## src/rtl/output_sram_writer_pkg.sv

```systemverilog
// Shared definitions for the output SRAM writer and its neighbours
// (SRAM_1R/SRAM_1W wrappers, Bellman-Ford core).
package output_sram_writer_pkg;

  localparam int DEFAULT_ADDR_W = 10;
  localparam int DEFAULT_DATA_W = 8;

  typedef enum logic [1:0] {
    IDLE,
    RUN,
    DRAIN,
    FINISH
  } writerState;

endpackage

```

## src/rtl/output_sram_writer_if.sv

```systemverilog
// Job control, word stream and registered SRAM write port of the output writer.
interface output_sram_writer_if
  import output_sram_writer_pkg::*;
#(
  parameter int ADDR_W = DEFAULT_ADDR_W,
  parameter int DATA_W = DEFAULT_DATA_W
);

  logic              start;
  logic [ADDR_W-1:0] BaseAddress;
  logic              in_valid;
  logic              in_ready;
  logic [DATA_W-1:0] in_data;
  logic              in_last;
  logic              write_hold;
  logic [ADDR_W-1:0] WriteAddress;
  logic [DATA_W-1:0] WriteBus;
  logic              WriteEnable;
  logic              busy;
  logic              done;
  logic              overflow;
  logic [ADDR_W:0]   word_count;

  modport master (
    output start, BaseAddress, in_valid, in_data, in_last, write_hold,
    input  in_ready, WriteAddress, WriteBus, WriteEnable, busy, done, overflow, word_count
  );

  modport slave (
    input  start, BaseAddress, in_valid, in_data, in_last, write_hold,
    output in_ready, WriteAddress, WriteBus, WriteEnable, busy, done, overflow, word_count
  );

endinterface

```

## src/rtl/output_sram_writer_sync_fifo.sv

```systemverilog
// Single-clock staging FIFO; a push is taken while full if a pop happens in the same cycle.
module sync_fifo #(
  parameter int WIDTH = 8,
  parameter int DEPTH = 4
) (
  input  logic                   clock,
  input  logic                   reset,
  input  logic                   flush,
  input  logic                   push,
  input  logic [WIDTH-1:0]       pushData,
  input  logic                   pop,
  output logic [WIDTH-1:0]       popData,
  output logic                   full,
  output logic                   empty,
  output logic [$clog2(DEPTH):0] count
);

  localparam int PTR_W = $clog2(DEPTH);
  localparam logic [PTR_W:0] FULL_COUNT = (PTR_W + 1)'(DEPTH);

  logic [WIDTH-1:0] mem [DEPTH];
  logic [PTR_W-1:0] wrPtr;
  logic [PTR_W-1:0] rdPtr;
  logic             doPush;
  logic             doPop;

  assign empty   = (count == '0);
  assign full    = (count == FULL_COUNT);
  assign doPop   = pop && !empty;
  assign doPush  = push && (!full || doPop);
  assign popData = mem[rdPtr];

  // NOTE: sequential state uses non-blocking assignments so every flop samples pre-edge values.
  always_ff @(posedge clock or posedge reset) begin
    if (reset) begin
      wrPtr <= '0;
      rdPtr <= '0;
      count <= '0;
    end else if (flush) begin
      wrPtr <= '0;
      rdPtr <= '0;
      count <= '0;
    end else begin
      if (doPush) wrPtr <= wrPtr + PTR_W'(1);
      if (doPop)  rdPtr <= rdPtr + PTR_W'(1);
      if (doPush && !doPop)      count <= count + (PTR_W + 1)'(1);
      else if (doPop && !doPush) count <= count - (PTR_W + 1)'(1);
    end
  end

  // NOTE: the storage array is deliberately not reset; pointers and count decide which entries are valid.
  always_ff @(posedge clock) begin
    if (doPush) mem[wrPtr] <= pushData;
  end

endmodule

```

## src/rtl/output_sram_writer.sv

```systemverilog
// Streams accepted words through a staging FIFO into consecutive SRAM addresses
// starting at BaseAddress, yielding to write_hold and stopping at the top of the address space.
module output_sram_writer
  import output_sram_writer_pkg::*;
#(
  parameter int ADDR_W     = DEFAULT_ADDR_W,
  parameter int DATA_W     = DEFAULT_DATA_W,
  parameter int FIFO_DEPTH = 4
) (
  input logic                 clock,
  input logic                 reset,
  output_sram_writer_if.slave bus
);

  localparam int CNT_W = $clog2(FIFO_DEPTH) + 1;

  writerState        state;
  writerState        nextState;
  logic [ADDR_W-1:0] addrCounter;
  logic [ADDR_W-1:0] wrAddress;
  logic [DATA_W-1:0] wrData;
  logic [DATA_W-1:0] fifoHead;
  logic [ADDR_W:0]   wordCount;
  logic [CNT_W-1:0]  fifoCount;
  logic              wrEnable;
  logic              addrExhausted;
  logic              overflowFlag;
  logic              fifoFull;
  logic              fifoEmpty;
  logic              inReady;
  logic              busyOut;
  logic              doneOut;
  logic              accept;
  logic              writeAttempt;
  logic              issueWrite;
  logic              flushFifo;
  logic              startJob;

  assign accept = bus.in_valid && inReady;

  sync_fifo #(
    .WIDTH(DATA_W),
    .DEPTH(FIFO_DEPTH)
  ) stage (
    .clock   (clock),
    .reset   (reset),
    .flush   (flushFifo),
    .push    (accept),
    .pushData(bus.in_data),
    .pop     (issueWrite),
    .popData (fifoHead),
    .full    (fifoFull),
    .empty   (fifoEmpty),
    .count   (fifoCount)
  );

  always_ff @(posedge clock or posedge reset) begin
    if (reset) state <= IDLE;
    else       state <= nextState;
  end

  always_comb begin
    // NOTE: every signal gets a default before the case so no path can infer a latch.
    nextState    = state;
    inReady      = 1'b0;
    busyOut      = 1'b1;
    doneOut      = 1'b0;
    writeAttempt = 1'b0;
    issueWrite   = 1'b0;
    flushFifo    = 1'b0;
    startJob     = 1'b0;
    unique case (state)
      IDLE: begin
        busyOut = 1'b0;
        if (bus.start) begin
          startJob  = 1'b1;
          nextState = RUN;
        end
      end
      RUN: begin
        inReady      = !fifoFull;
        writeAttempt = !fifoEmpty && !bus.write_hold && !overflowFlag;
        if (bus.in_valid && !fifoFull && bus.in_last) nextState = DRAIN;
      end
      DRAIN: begin
        writeAttempt = !fifoEmpty && !bus.write_hold && !overflowFlag;
        if (fifoCount == '0) nextState = FINISH;
      end
      FINISH: begin
        doneOut   = 1'b1;
        nextState = IDLE;
      end
      default: nextState = IDLE;
    endcase
    // Once the top address has been written, any further write aborts the job.
    if (writeAttempt && addrExhausted) begin
      flushFifo = 1'b1;
      nextState = FINISH;
    end else begin
      issueWrite = writeAttempt;
    end
  end

  always_ff @(posedge clock or posedge reset) begin
    if (reset) begin
      addrCounter   <= '0;
      addrExhausted <= 1'b0;
      overflowFlag  <= 1'b0;
      wordCount     <= '0;
      wrEnable      <= 1'b0;
      wrAddress     <= '0;
      wrData        <= '0;
    end else begin
      wrEnable <= issueWrite;
      if (startJob) begin
        addrCounter   <= bus.BaseAddress;
        addrExhausted <= 1'b0;
        overflowFlag  <= 1'b0;
        wordCount     <= '0;
      end
      if (issueWrite) begin
        wrAddress   <= addrCounter;
        wrData      <= fifoHead;
        addrCounter <= addrCounter + ADDR_W'(1);
        wordCount   <= wordCount + (ADDR_W + 1)'(1);
        if (&addrCounter) addrExhausted <= 1'b1;
      end
      if (flushFifo) overflowFlag <= 1'b1;
    end
  end

  assign bus.in_ready     = inReady;
  assign bus.busy         = busyOut;
  assign bus.done         = doneOut;
  assign bus.overflow     = overflowFlag;
  assign bus.word_count   = wordCount;
  assign bus.WriteEnable  = wrEnable;
  assign bus.WriteAddress = wrAddress;
  assign bus.WriteBus     = wrData;

endmodule
```

## src/flat_wrapper.sv

```systemverilog
// flat-port wrapper written by rule: the top's interface ports become plain ports
module output_sram_writer_flat import output_sram_writer_pkg::*;
#(
  parameter int ADDR_W     = DEFAULT_ADDR_W,
  parameter int DATA_W     = DEFAULT_DATA_W,
  parameter int FIFO_DEPTH = 4
)
  (clock, reset, bus_start, bus_BaseAddress, bus_in_valid, bus_in_data, bus_in_last, bus_write_hold, bus_in_ready, bus_WriteAddress, bus_WriteBus, bus_WriteEnable, bus_busy, bus_done, bus_overflow, bus_word_count);
  output_sram_writer_if #(.ADDR_W(ADDR_W), .DATA_W(DATA_W)) bus_i ();
  input logic clock;
  input logic reset;
  input wire logic [$bits(bus_i.start)-1:0] bus_start;
  input wire logic [$bits(bus_i.BaseAddress)-1:0] bus_BaseAddress;
  input wire logic [$bits(bus_i.in_valid)-1:0] bus_in_valid;
  input wire logic [$bits(bus_i.in_data)-1:0] bus_in_data;
  input wire logic [$bits(bus_i.in_last)-1:0] bus_in_last;
  input wire logic [$bits(bus_i.write_hold)-1:0] bus_write_hold;
  output wire logic [$bits(bus_i.in_ready)-1:0] bus_in_ready;
  output wire logic [$bits(bus_i.WriteAddress)-1:0] bus_WriteAddress;
  output wire logic [$bits(bus_i.WriteBus)-1:0] bus_WriteBus;
  output wire logic [$bits(bus_i.WriteEnable)-1:0] bus_WriteEnable;
  output wire logic [$bits(bus_i.busy)-1:0] bus_busy;
  output wire logic [$bits(bus_i.done)-1:0] bus_done;
  output wire logic [$bits(bus_i.overflow)-1:0] bus_overflow;
  output wire logic [$bits(bus_i.word_count)-1:0] bus_word_count;
  assign bus_i.start = bus_start;
  assign bus_i.BaseAddress = bus_BaseAddress;
  assign bus_i.in_valid = bus_in_valid;
  assign bus_i.in_data = bus_in_data;
  assign bus_i.in_last = bus_in_last;
  assign bus_i.write_hold = bus_write_hold;
  assign bus_in_ready = bus_i.in_ready;
  assign bus_WriteAddress = bus_i.WriteAddress;
  assign bus_WriteBus = bus_i.WriteBus;
  assign bus_WriteEnable = bus_i.WriteEnable;
  assign bus_busy = bus_i.busy;
  assign bus_done = bus_i.done;
  assign bus_overflow = bus_i.overflow;
  assign bus_word_count = bus_i.word_count;
  output_sram_writer #(.ADDR_W(ADDR_W), .DATA_W(DATA_W), .FIFO_DEPTH(FIFO_DEPTH)) u_core (.clock(clock), .reset(reset), .bus(bus_i));
endmodule
```

## config.mk

```make
export PLATFORM = sky130hd
export DESIGN_NAME = output_sram_writer_flat
export DESIGN_NICKNAME = d
export VERILOG_FILES = /design/src/rtl/output_sram_writer_pkg.sv /design/src/rtl/output_sram_writer_if.sv /design/src/rtl/output_sram_writer_sync_fifo.sv /design/src/rtl/output_sram_writer.sv /design/src/flat_wrapper.sv
export SDC_FILE = /design/constraint.sdc
export NUM_CORES = 1
export LEC_CHECK = 0
export CAP_MARGIN = 5
export CORE_MARGIN = 10
export CORE_UTILIZATION = 54
export DETAILED_ROUTE_END_ITERATION = 7
export PLACE_DENSITY = 0.84
export SYNTH_ARGS = -nofsm -noshare
export SYNTH_HDL_FRONTEND = slang
export SYNTH_SLANG_ARGS = --single-unit
export TNS_END_PERCENT = 20
```

## constraint.sdc

```tcl
create_clock -name clock -period 3.1 [get_ports clock]
set_input_delay 0.465 -clock clock [delete_from_list [all_inputs] [get_ports clock]]
set_output_delay 0.465 -clock clock [all_outputs]
set_load 0.02 [all_outputs]
```

==> impl_metrics.csv, run 1 <==
group,metric,value,unit
floorplan,core_area,6790,sq um
route,drc,0,
power,p_leak,0.00196,uW
global_routing,antenna_found_initial,0,
floorplan,design.portCount,58,
clock_tree,holdBufCountCts,0,
worst_setup_path,slowest_delay,510,ps
logic_synthesis,synth_top_area_share,33.9,%
logic_synthesis,ys_seq_area_share,59.5,%
route,wl_per_cell,17.4,um
place,port_buffers,57,
min_path,min_path_type,"reg -> reg",
worst_setup_path,rrSetupSlack,460,ps
clock_tree,clkLatencyLatePin,350,ps
worst_setup_path,cp.arrival,2920,ps
logic_synthesis,yosysWarnings,0,
route,drt-pass1-iter-count,4,
clock_tree,post_cts_buffers,0,
timing,whs,482,ps
floorplan,start_util,55.4,%
timing,setup_tns,0,ps
run,drv_cap,0,
logic_synthesis,ys.flop_type,"dfrtp_1",
clock_tree,h-tree-depth,3,
timing,slew_viol_final,0,
worst_setup_path,critical-path-slowest-cell,"or3b_2",
timing,worst_pin_slew,687,ps
clock_tree,root_buffer,"clkbuf_8",
timing,hold_violations,0,
floorplan,fp-row-count,30,
cells_and_area,n_antenna_cell,0,
route,vias,2609,
power,ir_drop,0.550,mV
route,drt_iter0_markers,112,
logic_synthesis,ys_seq_elements,83,
place,dp_hpwl,5850,um
logic_synthesis,synth_area_leaders,"dfrtp_1, edfxtp_1, nand2_1, mux4_2, ha_1",
route,wl,8250,um
timing,period_needed,2640,ps
worst_setup_path,crit_fanout,7,
cells_and_area,multi_input_area,1420,sq um
power,p_per_area,959,nW/um^2
cells_and_area,regArea,2240,sq um
logic_synthesis,syn_inst,312,
timing,setup_viol,0,
route,drt-vias-per-instance,5.50,
run_status,outcome,"complete, no violations",
floorplan,die_h,103,um
floorplan,fp.dieArea,10700,sq um
cells_and_area,fillers,480,
logic_synthesis,synthArstFlopShare,61.4,%
worst_setup_path,cpLargestDelayFamily,"simple AND/OR/NAND/NOR gates",
logic_synthesis,mappedNetlistArea,3760,sq um
timing,fmax,379,MHz
clock_tree,cts_sinks,83,
logic_synthesis,synthDistinctLibCells,53,
logic_synthesis,synth_area_leader_cell,"dfrtp_1",
clock_tree,ctsResizeCount,0,
clock_tree,cts_buffers,9,
worst_setup_path,start_kind,"flip-flop",
logic_synthesis,avgSynthCellArea,12.1,sq um
global_routing,grt_usage,16.3,%
timing,rsz0062_at_grt,"false",
worst_setup_path,worst-path-buf-inv,0,
timing,fin_skew,11.8,ps
worst_setup_path,path_class,"reg -> reg",
logic_synthesis,synth_edf_count,32,
clock_tree,clk_pin_slew,100,ps
timing,fin_crit_sh,85.1,%
logic_synthesis,syn_nets,349,
clock_tree,clockBufferDepth,2,
global_routing,grt_max_degree,37,
route,ant_nets,0,
global_routing,grt_overflow_total,0,
floorplan,fp.dieW,103,um
cells_and_area,drive_gt1_share,11.6,%
worst_setup_path,crit_path_cell_trace,"or3b_2, and3_1, ha_1, fa_1, xnor2_1, or3_1, a21oi_1",
global_routing,grt_pass1_wl,13500,um
worst_setup_path,crit_required,3380,ps
global_routing,first_global_vias,2678,
place,place_congestion,0.845,
timing,relSlewSlack,54.1,%
worst_setup_path,cp-end-kind,"flip-flop",
power,power,4470,uW
cells_and_area,fin_nets,410,
cells_and_area,area_delta_synth_final,23.9,%
clock_tree,cts_tree,"done",
layout by cell type (no fill, tap or decap), types with 6 or more instances in the layout:
cell type | Yosys | layout
nand2_1 | 68 | 68
inv_1 | 12 | 11
nor2_1 | 13 | 13
a21oi_1 | 9 | 9
nand3_1 | 10 | 10
o21ai_0 | 9 | 9
mux4_2 | 8 | 8
ha_1 | 12 | 12
edfxtp_1 | 32 | 32
clkdlybuf4s50_1 | 0 | 57
clkbuf_8 | 0 | 9
and2_1 | 7 | 7
dfrtp_1 | 51 | 51
a211oi_1 | 6 | 6
cells by family after synthesis:
group           count (synthesis)  share of synthesized area, %
mux                            15                          6.72
xor+xnor                        3                         0.698
compound gates                 44                          7.85
flops                          83                          59.5
buf+inv                        25                          2.89
simple gates                  129                          17.9
fa+ha+maj                      13                          4.52
worst paths after layout:
check / startpoint / end / cells after the start
max in group asynchronous: reset / u_core.addrCounter[5] / 3
min: u_core.bus.WriteAddress[8] / u_core.bus.WriteAddress[8] / 2
min reg2reg: u_core.bus.WriteAddress[8] / u_core.bus.WriteAddress[8] / 2
min in group asynchronous: reset / u_core.bus.WriteBus[5] / 2
max: u_core.stage.count[0] / u_core.stage.count[2] / 7
max reg2reg: u_core.stage.count[0] / u_core.stage.count[2] / 7
final cells by class:
| class | count | area share, % |
|---|---|---|
| inverter | 13 | 1.05 |
| clock inverter | 7 | 2.28 |
| clock buffer | 9 | 2.66 |
| sequential | 83 | 48.0 |
| tap | 96 | 2.58 |
| timing repair buffer | 62 | 13.0 |
| multi-input combinational | 204 | 30.4 |
stage by stage:
step                      area (sq um)  setup WS [ps]  instances  util, %
final                             4660            462        474     68.6
after detailed placement          4430            276        458     65.2
after global placement            4430            399        458     65.2
after floorplan                   3760            334        312        -
after global routing              4660            268        474     68.6
after CTS                         4660            463        474     68.6
layer usage:
layer  vias to the layer above  GRT usage [%]  wire [um]
li1                       1236              -          -
met1                      1275           19.7       3270
met2                        83           27.6       4270
met3                        15           4.19        569
met4                         0           5.88        137
met5                         -              0          0
Yosys cell counts (4+ instances only):
cell type,number
nand3_1,10
nor2_1,13
and2_1,7
nand2_1,68
nor3_1,4
a21oi_1,9
ha_1,12
edfxtp_1,32
o21ai_0,9
dfrtp_1,51
mux2i_1,5
inv_1,12
a211oi_1,6
and3_1,5
buf_1,4
mux4_2,8
state kept, by name, summed over array words and instances (netlist names):
signal / cells
u_core.stage.mem: 32
u_core.bus.word_count: 11
u_core.addrCounter: 10
u_core.bus.WriteAddress: 10
u_core.bus.WriteBus: 8
u_core.stage.count: 3
u_core.stage.rdPtr: 2
u_core.stage.wrPtr: 2
u_core.state: 2
u_core.addrExhausted: 1
u_core.bus.WriteEnable: 1
u_core.bus.overflow: 1
worst min-delay path: cells and delay by family, from the launching register on:
family | cells | cell delay [ps]
AND/OR/NAND/NOR | 2 | 100
flip-flops | 1 | 350
where the power goes:
group	leakage (uW)	internal, uW	switching (uW)	total, uW
clock	0.000116	468	425	893
combinational	0.000915	815	1020	1840
sequential	0.000924	1440	296	1740
Note: power is estimated with default switching activity, not from simulation.
==> run 2: changes to the inputs <==
CAP_MARGIN = unset   (was 5)
CTS_CLUSTER_SIZE = 24   (was unset)
==> results of run 2 <==
Final layout, timing and power as in run 1 (identical DEF).
==> run 3: changes to the inputs <==
GPL_TIMING_DRIVEN = 0   (was unset)
==> impl_metrics.csv, run 3 (same netlist as run 1, synthesis figures left out) <==
group,metric,value,unit
run_status,outcome,"complete, no violations",
cells_and_area,layout.cells.most_common,"nand2_1",
floorplan,fp.dieW,103,um
cells_and_area,fin_nets,418,
worst_setup_path,r2r_cells,9,
power,p_int,2750,uW
timing,period_needed,2830,ps
clock_tree,cts_tree,"done",
clock_tree,clk_pin_slew,90,ps
worst_setup_path,cp_common_cell,"ha_1",
clock_tree,clockBufferDepth,2,
power,p_per_area,957,nW/um^2
worst_setup_path,r2r-start,"u_core.state[1]",
route,vias,2627,
global_routing,grt_overflow_total,0,
min_path,min_path_type,"in -> async",
cells_and_area,area_delta_synth_final,25.2,%
route,wl,8060,um
cells_and_area,n_antenna_cell,0,
run,drv_cap,0,
timing,fin_skew,7.37,ps
timing,relSlewSlack,52.2,%
clock_tree,root_buffer,"clkbuf_8",
timing,slew_viol_final,0,
cells_and_area,stdcell_count,482,
power,p_switching,1750,uW
floorplan,die_h,103,um
floorplan,core_area,6790,sq um
place,pre_cts_ws,-279,ps
place,port_buffers,57,
worst_setup_path,path_class,"reg -> reg",
route,drt_iter0_markers,118,
floorplan,fp.dieArea,10700,sq um
power,p_leak,0.00198,uW
cells_and_area,largest_register,"u_core.stage.mem",
clock_tree,clkLatencyLatePin,360,ps
worst_setup_path,r2r_end,"u_core.stage.count[2]",
cells_and_area,largest_reg_flops,32,
power,p_sw_share,38.9,%
timing,fin_crit_sh,91.2,%
route,drt-pass1-iter-count,4,
power,p_comb_share,42.7,%
clock_tree,cts_buffers,9,
clock_tree,cts_sinks,83,
global_routing,grt_max_degree,33,
timing,fmax,354,MHz
power,p_seq_share,37.5,%
global_routing,first_global_vias,2644,
cells_and_area,drive_gt1_share,11.9,%
timing,setup_viol,0,
route,drc,0,
place,place_inst,466,
floorplan,design.portCount,58,
timing,setup_tns,0,ps
worst_setup_path,cp.arrival,3110,ps
clock_tree,holdBufCountCts,0,
global_routing,grt_pass1_wl,13000,um
timing,finalWorstSetupSlack,273,ps
worst_setup_path,crit_required,3390,ps
worst_setup_path,rrSetupSlack,270,ps
worst_setup_path,crit_fanout,19,
power,power.clock.fraction,19.8,%
power,ir_drop,0.486,mV
timing,whs,416,ps
global_routing,antenna_found_initial,0,
cells_and_area,layout_common_cells,"nand2_1, clkdlybuf4s50_1, dfrtp_1",
route,wl_per_cell,16.7,um
place,place_congestion,0.824,
worst_setup_path,setup.worst_path.end,"u_core.stage.count[2]",
worst_setup_path,cp-end-kind,"flip-flop",
floorplan,start_util,55.4,%
timing,hold_violations,0,
timing,rsz0062_at_grt,"false",
route,ant_nets,0,
worst_setup_path,startpoint,"u_core.state[1]",
worst_setup_path,start_kind,"flip-flop",
floorplan,fp-row-count,30,
worst_setup_path,slowest_delay,440,ps
route,drt-vias-per-instance,5.45,
place,dp_hpwl,5890,um
global_routing,grt_usage,15.9,%
worst_setup_path,crit_path_cell_trace,"inv_1, ha_1, nor4b_4, nand2_4, ha_1, fa_1, xnor2_1, or3_1, a21oi_1",
worst_setup_path,critical-path-slowest-cell,"fa_1",
clock_tree,h-tree-depth,3,
timing,worst_pin_slew,717,ps
[run 3: changes by cell type in the layout (fill, tap and decap cells not counted), sizes merged]
cell,previous run,this run
buf,5,10
clkbuf,9,12
[run 3: area by class of cell]
class / count / area (sq um)
Clock inverter: 7 / 106
Tap cell: 96 / 120
Fill cell: 477 / 2080
Inverter: 13 / 48.8
Timing Repair Buffer: 59 / 598
Multi-Input combinational cell: 204 / 1420
Buffer: 11 / 56.3
Clock buffer: 9 / 124
Sequential cell: 83 / 2240
[run 3: power groups by stage]
stage | clock (uW) | combinational [uW] | sequential, uW
after CTS | 899 | 1940 | 1690
after floorplan | 0 | 1120 | 1820
after global placement | 0 | 1830 | 1690
after detailed placement | 0 | 1910 | 1710
final | 891 | 1930 | 1690
after global routing | 942 | 2120 | 1740
[run 3: worst min-delay path by stage]
stage / startpoint / endpoint / slack [ps] / cells after the start
2_1_floorplan: u_core.addrCounter[9] / u_core.bus.WriteAddress[9] / 450 / 2
3_3_place_gp: u_core.bus.WriteAddress[7] / u_core.bus.WriteAddress[7] / 460 / 2
3_5_place_dp: u_core.bus.WriteAddress[7] / u_core.bus.WriteAddress[7] / 460 / 2
4_1_cts: reset / u_core.addrCounter[5] / 430 / 2
5_1_grt: reset / u_core.bus.word_count[7] / 460 / 2
6_report: reset / u_core.addrCounter[5] / 420 / 2
[run 3: metal layers]
metal	up-vias	GRT usage, %	wire (um)
li1	1258	-	-
met5	-	0	0
met1	1288	18.4	3300
met3	15	4.98	499
met4	0	6.52	167
met2	66	26.9	4100
[run 3: timing repair]
action | in CTS | in global routing
setup endpoints to repair | 1 | 1
resized for setup | 0 | 1
buffers inserted | 1 | 0
[run 3: through the flow]
stage | util, % | area [sq um] | power [uW]
after floorplan | - | 3760 | 2940
after global placement | 65.5 | 4450 | 3520
after detailed placement | 65.8 | 4470 | 3620
after CTS | 69.3 | 4710 | 4520
after global routing | 69.4 | 4710 | 4790
final | 69.4 | 4710 | 4510
[run 3: critical path, delay by kind of cell (launching register included)]
kind                     cells  cell delay, ps
adder cells (fa/ha/maj)      3            1110
XOR/XNOR                     1             150
AO/OA/AOI/OAI                1             150
AND/OR/NAND/NOR              3             840
buffers and inverters        1             110
flip-flops                   1             400
